File: config.mk
export PLATFORM = sky130hd
export DESIGN_NAME = mem_port_arbiter
export DESIGN_NICKNAME = d
export VERILOG_FILES = /design/src/rtl/mem_port_arbiter_pkg.sv /design/src/rtl/arb_pick.sv /design/src/rtl/mem_port_arbiter.sv
export SDC_FILE = /design/constraint.sdc
export NUM_CORES = 1
export LEC_CHECK = 0
export ABC_CLOCK_PERIOD_IN_PS = 1300
export CELL_PAD_IN_SITES_DETAIL_PLACEMENT = 1
export CELL_PAD_IN_SITES_GLOBAL_PLACEMENT = 1
export CORE_MARGIN = 3
export CORE_UTILIZATION = 22
export DETAILED_ROUTE_END_ITERATION = 8
export GPL_ROUTABILITY_DRIVEN = 0
export PLACE_DENSITY = 0.78
export REMOVE_ABC_BUFFERS = 1
export SETUP_SLACK_MARGIN = 0.3
export SLEW_MARGIN = 20
export SYNTH_ARGS = -nofsm -noshare
export SYNTH_HDL_FRONTEND = slang
export SYNTH_SLANG_ARGS = --single-unit
File: constraint.sdc
create_clock -name clk -period 1.3 [get_ports clk]
set_input_delay 0.26 -clock clk [delete_from_list [all_inputs] [get_ports clk]]
set_output_delay 0.26 -clock clk [all_outputs]
set_load 0.01 [all_outputs]
File: src/rtl/mem_port_arbiter_pkg.sv
// mem_port_arbiter_pkg
// Shared bus definitions for the memory port arbiter: default bus widths,
// the FSM state encodings, the owner encoding and a small helper used by the
// tie-break logic.
// No ports (package).

package mem_port_arbiter_pkg;

    // Default bus widths of the shared memory port
    localparam int ADDR_BUS = 32;
    localparam int DATA_BUS = 32;
    localparam int STRB_W   = 4;

    // FSM state encodings (plain constants so older tools can consume them)
    typedef logic [1:0] state_t;
    localparam state_t ST_IDLE = 2'd0;
    localparam state_t ST_ADDR = 2'd1;
    localparam state_t ST_DATA = 2'd2;

    // Which requester owns the current transaction
    typedef logic owner_t;
    localparam owner_t OWN_INST = 1'b0;
    localparam owner_t OWN_DATA = 1'b1;

    // The requester that was not granted last time
    function automatic owner_t other_owner(input owner_t o);
        return (o == OWN_INST) ? OWN_DATA : OWN_INST;
    endfunction

endpackage

File: src/rtl/arb_pick.sv
// arb_pick
// Chooses the owner of the next memory transaction from the two requesters.
// Build option: ARB_ROUND_ROBIN_EN -- when defined, a tie goes to the
// requester that was not granted last; otherwise data always wins a tie.
// Ports:
//   inst_req  in  1  fetch requester is asking
//   data_req  in  1  load/store requester is asking
//   last      in  1  owner of the previous grant (ignored in fixed priority)
//   owner     out 1  selected owner (OWN_INST / OWN_DATA); don't-care when
//                    nobody requests

module arb_pick
    import mem_port_arbiter_pkg::*;
(
    input  logic inst_req,
    input  logic data_req,
    input  logic last,
    output logic owner
);

`ifdef ARB_ROUND_ROBIN_EN
    // Round robin: a single requester always wins, a tie alternates
    always_comb begin
        owner = OWN_DATA;
        if (inst_req && data_req) begin
            owner = other_owner(last);
        end else if (inst_req) begin
            owner = OWN_INST;
        end
    end
`else
    // Fixed priority: inst only gets the port when data is not asking.
    // The previous-grant input has no meaning here.
    logic unusedLast;
    assign unusedLast = last;

    always_comb begin
        owner = (inst_req && !data_req) ? OWN_INST : OWN_DATA;
    end
`endif

endmodule

File: src/rtl/mem_port_arbiter.sv
// mem_port_arbiter
// Shares one memory port between an instruction-fetch requester and a
// load/store requester, with at most one transaction outstanding. Each
// transaction walks IDLE -> ADDR -> DATA; the winning request is latched in
// IDLE so the memory side sees stable fields for as long as it stalls.
// Build option: ARB_ROUND_ROBIN_EN -- round-robin tie break with a 1-bit
// last-grant register; undefined gives fixed data-over-inst priority.
// Ports:
//   clk, rst                    clock (rising edge), async active-low reset
//   flush                       drop the response of an in-flight fetch
//   inst_req/inst_addr          fetch request and address
//   inst_addr_ok/inst_data_ok   fetch accept / response pulses
//   inst_rdata                  fetched word (0 unless inst_data_ok)
//   data_req/data_wr/data_wstrb/data_addr/data_wdata
//                               load/store request fields
//   data_addr_ok/data_data_ok   load/store accept / response pulses
//   data_rdata                  load word (0 unless data_data_ok)
//   mem_req/mem_wr/mem_wstrb/mem_addr/mem_wdata
//                               shared memory request side
//   mem_addr_ok/mem_data_ok/mem_rdata
//                               shared memory handshake / response

module mem_port_arbiter
    import mem_port_arbiter_pkg::*;
#(
    parameter int ADDR_W = ADDR_BUS,
    parameter int DATA_W = DATA_BUS
) (
    input  logic              clk,
    input  logic              rst,
    input  logic              flush,

    input  logic              inst_req,
    input  logic [ADDR_W-1:0] inst_addr,
    output logic              inst_addr_ok,
    output logic              inst_data_ok,
    output logic [DATA_W-1:0] inst_rdata,

    input  logic              data_req,
    input  logic              data_wr,
    input  logic [STRB_W-1:0] data_wstrb,
    input  logic [ADDR_W-1:0] data_addr,
    input  logic [DATA_W-1:0] data_wdata,
    output logic              data_addr_ok,
    output logic              data_data_ok,
    output logic [DATA_W-1:0] data_rdata,

    output logic              mem_req,
    output logic              mem_wr,
    output logic [STRB_W-1:0] mem_wstrb,
    output logic [ADDR_W-1:0] mem_addr,
    output logic [DATA_W-1:0] mem_wdata,
    input  logic              mem_addr_ok,
    input  logic              mem_data_ok,
    input  logic [DATA_W-1:0] mem_rdata
);

    state_t              state_q,   state_d;
    owner_t              owner_q,   owner_d;
    logic                wr_q,      wr_d;
    logic [STRB_W-1:0]   wstrb_q,   wstrb_d;
    logic [ADDR_W-1:0]   addr_q,    addr_d;
    logic [DATA_W-1:0]   wdata_q,   wdata_d;
    logic                discard_q, discard_d;

    owner_t              pickOwner;
    owner_t              lastGrant;
    logic                anyReq;
    logic                inAddr;
    logic                inData;
    logic                instOwns;

`ifdef ARB_ROUND_ROBIN_EN
    owner_t              last_q, last_d;
    assign lastGrant = last_q;
`else
    assign lastGrant = OWN_DATA;
`endif

    assign anyReq   = inst_req | data_req;
    assign inAddr   = (state_q == ST_ADDR);
    assign inData   = (state_q == ST_DATA);
    assign instOwns = (owner_q == OWN_INST);

    arb_pick u_arb_pick (
        .inst_req (inst_req),
        .data_req (data_req),
        .last     (lastGrant),
        .owner    (pickOwner)
    );

    // Next-state logic: grant and latch in IDLE, then wait for the two
    // memory handshakes. Handshakes seen in the wrong state fall through to
    // the hold defaults and are ignored.
    always_comb begin
        state_d   = state_q;
        owner_d   = owner_q;
        wr_d      = wr_q;
        wstrb_d   = wstrb_q;
        addr_d    = addr_q;
        wdata_d   = wdata_q;
        discard_d = discard_q;
`ifdef ARB_ROUND_ROBIN_EN
        last_d    = last_q;
`endif

        case (state_q)
            ST_IDLE: begin
                if (anyReq) begin
                    state_d = ST_ADDR;
                    owner_d = pickOwner;
`ifdef ARB_ROUND_ROBIN_EN
                    last_d  = pickOwner;
`endif
                    if (pickOwner == OWN_DATA) begin
                        wr_d    = data_wr;
                        wstrb_d = data_wstrb;
                        addr_d  = data_addr;
                        wdata_d = data_wdata;
                    end else begin
                        // Fetches are always full-word reads
                        wr_d    = 1'b0;
                        wstrb_d = '0;
                        addr_d  = inst_addr;
                        wdata_d = '0;
                    end
                end
            end
            ST_ADDR: begin
                if (mem_addr_ok) begin
                    state_d = ST_DATA;
                end
            end
            ST_DATA: begin
                if (mem_data_ok) begin
                    state_d = ST_IDLE;
                end
            end
            default: begin
                state_d = ST_IDLE;
            end
        endcase

        // A flush during an in-flight fetch marks its response as stale; the
        // mark lives only until the transaction retires.
        if (!(state_q == ST_IDLE) && instOwns && flush) begin
            discard_d = 1'b1;
        end
        if (state_d == ST_IDLE) begin
            discard_d = 1'b0;
        end
    end

    // State and request latch registers
    always_ff @(posedge clk or negedge rst) begin
        if (!rst) begin
            state_q   <= ST_IDLE;
            owner_q   <= OWN_INST;
            wr_q      <= 1'b0;
            wstrb_q   <= '0;
            addr_q    <= '0;
            wdata_q   <= '0;
            discard_q <= 1'b0;
`ifdef ARB_ROUND_ROBIN_EN
            last_q    <= OWN_DATA;
`endif
        end else begin
            state_q   <= state_d;
            owner_q   <= owner_d;
            wr_q      <= wr_d;
            wstrb_q   <= wstrb_d;
            addr_q    <= addr_d;
            wdata_q   <= wdata_d;
            discard_q <= discard_d;
`ifdef ARB_ROUND_ROBIN_EN
            last_q    <= last_d;
`endif
        end
    end

    // Memory side is driven straight from the latch so it cannot move while
    // the memory stalls mem_addr_ok.
    assign mem_req   = inAddr;
    assign mem_wr    = wr_q;
    assign mem_wstrb = wstrb_q;
    assign mem_addr  = addr_q;
    assign mem_wdata = wdata_q;

    // Requester handshakes; a same-cycle flush also hides the fetch response
    // since the discard register would only catch it one cycle later.
    assign inst_addr_ok = inAddr & instOwns & mem_addr_ok;
    assign data_addr_ok = inAddr & ~instOwns & mem_addr_ok;
    assign inst_data_ok = inData & instOwns & mem_data_ok & ~discard_q & ~flush;
    assign data_data_ok = inData & ~instOwns & mem_data_ok;

    assign inst_rdata = inst_data_ok ? mem_rdata : '0;
    assign data_rdata = data_data_ok ? mem_rdata : '0;

endmodule
==> flow_summary.toml, run 1 <==
[synthesis]
synth_mux_area_share_pct = 22.8
syn_area_mm2 = 0.00366
ys_seq_area_share_pct = 49.9
ys_ff_latch = 73
synth_top_family_by_area = "multiplexers"
synth_cell_types = 22
yosysWarnings = 0
synth_fa_ha_area_share_pct = 0
synth_compound_area_share_pct = 10.1
postSynthCellCount = 280
synthXorXnorAreaFrac_pct = 0
synthSimpleGateAreaFrac_pct = 13.0
syn_area_per_cell_um2 = 13.1

[routing]
dr_total_vias = 3771
postRouteAntennaNets = 0
wl_per_cell_um = 20.4
dr.pass1.iters = 4
route.detailed.drc = 0
viasPerCell = 4.39
drt-total-wl_um = 17500
drt_iter0_markers = 50

[clock_network]
clkLatencyLatePin_ns = 0.34
cts_root_buf = "clkbuf_16"
htree_levels = 3
cts_sinks = 73
clk_pin_slew_worst_paths_ns = 0.06
cts_buffers = 9
clk_path_buf_depth = 2
cts_tree = "done"

[sta]
hold_viol = 0
finalWorstSetupSlack_ns = -0.697
fin_skew_ns = 0.0149
clock.fmax_mhz = 501
worst_pin_slew_ns = 0.414
setup_violations = 140
slew-limit-headroom_pct = 72.4
drv_slew = 0
period_needed_ns = 2.00
period_share_pct = 154
holdWs_ns = 0.486
rsz0062_at_grt = "yes"

[power_and_ir_drop]
vdd_drop_max_uv = 908
combPwrFrac_pct = 56.6
seq_power_share_pct = 26.1
leakagePower_nw = 3.86
p_clk_share_pct = 17.3
p_per_area_mw_per_mm2 = 1930
switching_share_pct = 31.9
intPower_mw = 10.6
p_sw_mw = 4.97

[worst_hold_path]
min_path_type = "in -> async"

[floorplan]
core_mm2 = 0.0161
initial_core_util_pct = 22.7
boundaryPins = 278
die_x_um = 135
die_h_um = 135
core.rowCount = 46
fp.dieArea_mm2 = 0.0182

[placement]
port_buffers = 277
dpl.hpwl_um = 11400

[critical_path]
crit_fanout = 8
reg2reg_slack_ns = -0.53
max_stage_delay_ns = 0.38
critPathKind = "reg -> out"
r2r_cells = 10
endpoint_kind = "primary output"
crit_chain = "nand2b_4, and4bb_4, buf_12, clkbuf_16, and2_4, buf_6"
critPathSlowestCell = "dfrtp_1"
required_ns = 1.04
crit_arrival_ns = 1.74
cp-start-kind = "flop"

[finish]
area_growth_pct = 120
postLayoutCoreUtil_pct = 50.1
n_fill_cell = 1674
antenna_cells = 0
fin_nets = 778
drive_gt1_share_pct = 54.4

[outcome]
status = "complete, but fails checks"
violations = "negative setup slack"

[run]
drv_cap = 0

[grt]
grt_max_degree = 74
grt_usage_pct = 17.3
grt_pass1_wl_um = 24000
grt_pass1_vias = 4061
grt_overflow_total = 0
antenna_found_initial = 0
## cells in the final DEF (no fill, tap or decap), types with 2 or more instances in the layout
cell type        Yosys  routed
clkbuf_16            0      15
a22o_1              37      37
buf_6                3      94
o21ai_0              5       4
clkdlybuf4s50_1      0     136
and2_1              65      33
dlygate4sd2_1        0       2
buf_2                6      55
buf_16               0      10
and2_4               0      32
mux2_2              34      29
dfrtp_1             73      72
mux2_4              30      35
buf_4                0      47
nor2b_4              0       2
clkbuf_2             0       2
bufinv_16            0       2
nor2_1               3       2
buf_12               2      13
## power by group through the flow
stage | logic (mW) | registers (mW) | clock network [mW]
6_report | 8.83 | 4.08 | 2.70
5_1_grt | 9.37 | 4.20 | 2.90
4_1_cts | 7.39 | 4.00 | 2.78
2_1_floorplan | 2.03 | 4.35 | 0
3_5_place_dp | 6.32 | 3.97 | 0
3_3_place_gp | 6.17 | 3.89 | 0
## area by class of cell
cell class / instances / area (um2) / share of cell area (%)
inverters: 1 / 3.75 / 0.0465
clock buffers: 10 / 229 / 2.84
repair buffers: 368 / 3820 / 47.3
well taps: 216 / 270 / 3.35
flip-flops and latches: 73 / 1830 / 22.7
multi-input cells: 185 / 1830 / 22.6
clock inverters: 6 / 90.1 / 1.12
## registers in the layout, summed over array words and instances (netlist names)
| name | flops |
|---|---|
| mem_wdata | 32 |
| mem_wr | 1 |
| mem_wstrb | 4 |
| discard_q | 1 |
| state_q | 2 |
| mem_addr | 32 |
| owner_q | 1 |
## per-layer routing
layer	track usage, %	part of all wire, %	vias to the layer above
li1	-	-	1717
met1	17.3	35	1846
met2	33.1	55	195
met3	7.12	9.0	13
met4	4.59	1.1	0
met5	0	0	-
## worst max-delay path: cells and delay by family (launching register included)
kind,cells,cell delay (ns)
simple gates,3,0.66
flops,1,0.38
buf+inv,3,0.36
## synthesized netlist by cell type
cell / n / area (um2)
mux2_2: 34 / 383
and3_1: 1 / 6.26
and4b_1: 1 / 10.0
buf_12: 2 / 40.0
dfrtp_1: 73 / 1830
inv_1: 1 / 3.75
nand2b_1: 1 / 6.26
and4bb_2: 1 / 12.5
and2_1: 65 / 407
a22o_1: 37 / 324
clkbuf_1: 9 / 33.8
nor2_1: 3 / 11.3
a21oi_1: 1 / 5.00
nor2b_1: 3 / 18.8
a21o_1: 1 / 7.51
buf_8: 1 / 15.0
mux2_4: 30 / 450
nand2_1: 1 / 3.75
buf_2: 6 / 30.0
buf_6: 3 / 33.8
o21ai_0: 5 / 25.0
o21ai_2: 1 / 8.76
## worst paths after layout
check | start | end
setup / recovery | state_q[0]$_DFF_PN0_ | inst_rdata[16]
min in group clk | mem_addr[6]$_DFFE_PN0P_ | mem_addr[6]$_DFFE_PN0P_
setup reg to reg | state_q[1]$_DFF_PN0_ | mem_addr[16]$_DFFE_PN0P_
hold reg to reg | mem_addr[6]$_DFFE_PN0P_ | mem_addr[6]$_DFFE_PN0P_
hold / removal | rst | mem_addr[30]$_DFFE_PN0P_
max in group asynchronous | rst | state_q[1]$_DFF_PN0_
## kinds of logic (layout without fill, tap and decap cells)
kind of cell | count (synthesis) | in the layout
simple gates | 76 | 76
buf+inv | 22 | 385
compound gates | 45 | 45
flops | 73 | 73
mux | 64 | 64
## timing repair
item / 4_1_cts / 5_1_grt
gates cloned: 11 / 6
hold buffers: 1 / 0
pin swaps: 4 / 57
resized for setup: 604 / 113
setup endpoints to repair: 210 / 211
endpoints found under the hold margin: 73 / 0
setup buffers: 24 / 28
## per-stage QoR
step                TNS (ns)  cells  instance area [um2]  total power [mW]  setup slack, ns
floorplan            -112.52    259                 3510              6.38            -2.02
global placement      -89.12    773                 6800              10.1           -0.832
detailed placement    -93.72    773                 6800              10.3           -0.880
CTS                   -66.55    825                 7240              14.2           -0.744
global route          -81.32    859                 8070              16.5           -0.773
finish                -72.10    859                 8070              15.6           -0.697
Power figures use the tool's default switching activity.
==> run 2, diff against run 1 <==
Settings changed: CAP_MARGIN set to 15.
==> results of run 2 <==
No change in the layout: final DEF, timing and power equal those of run 1.
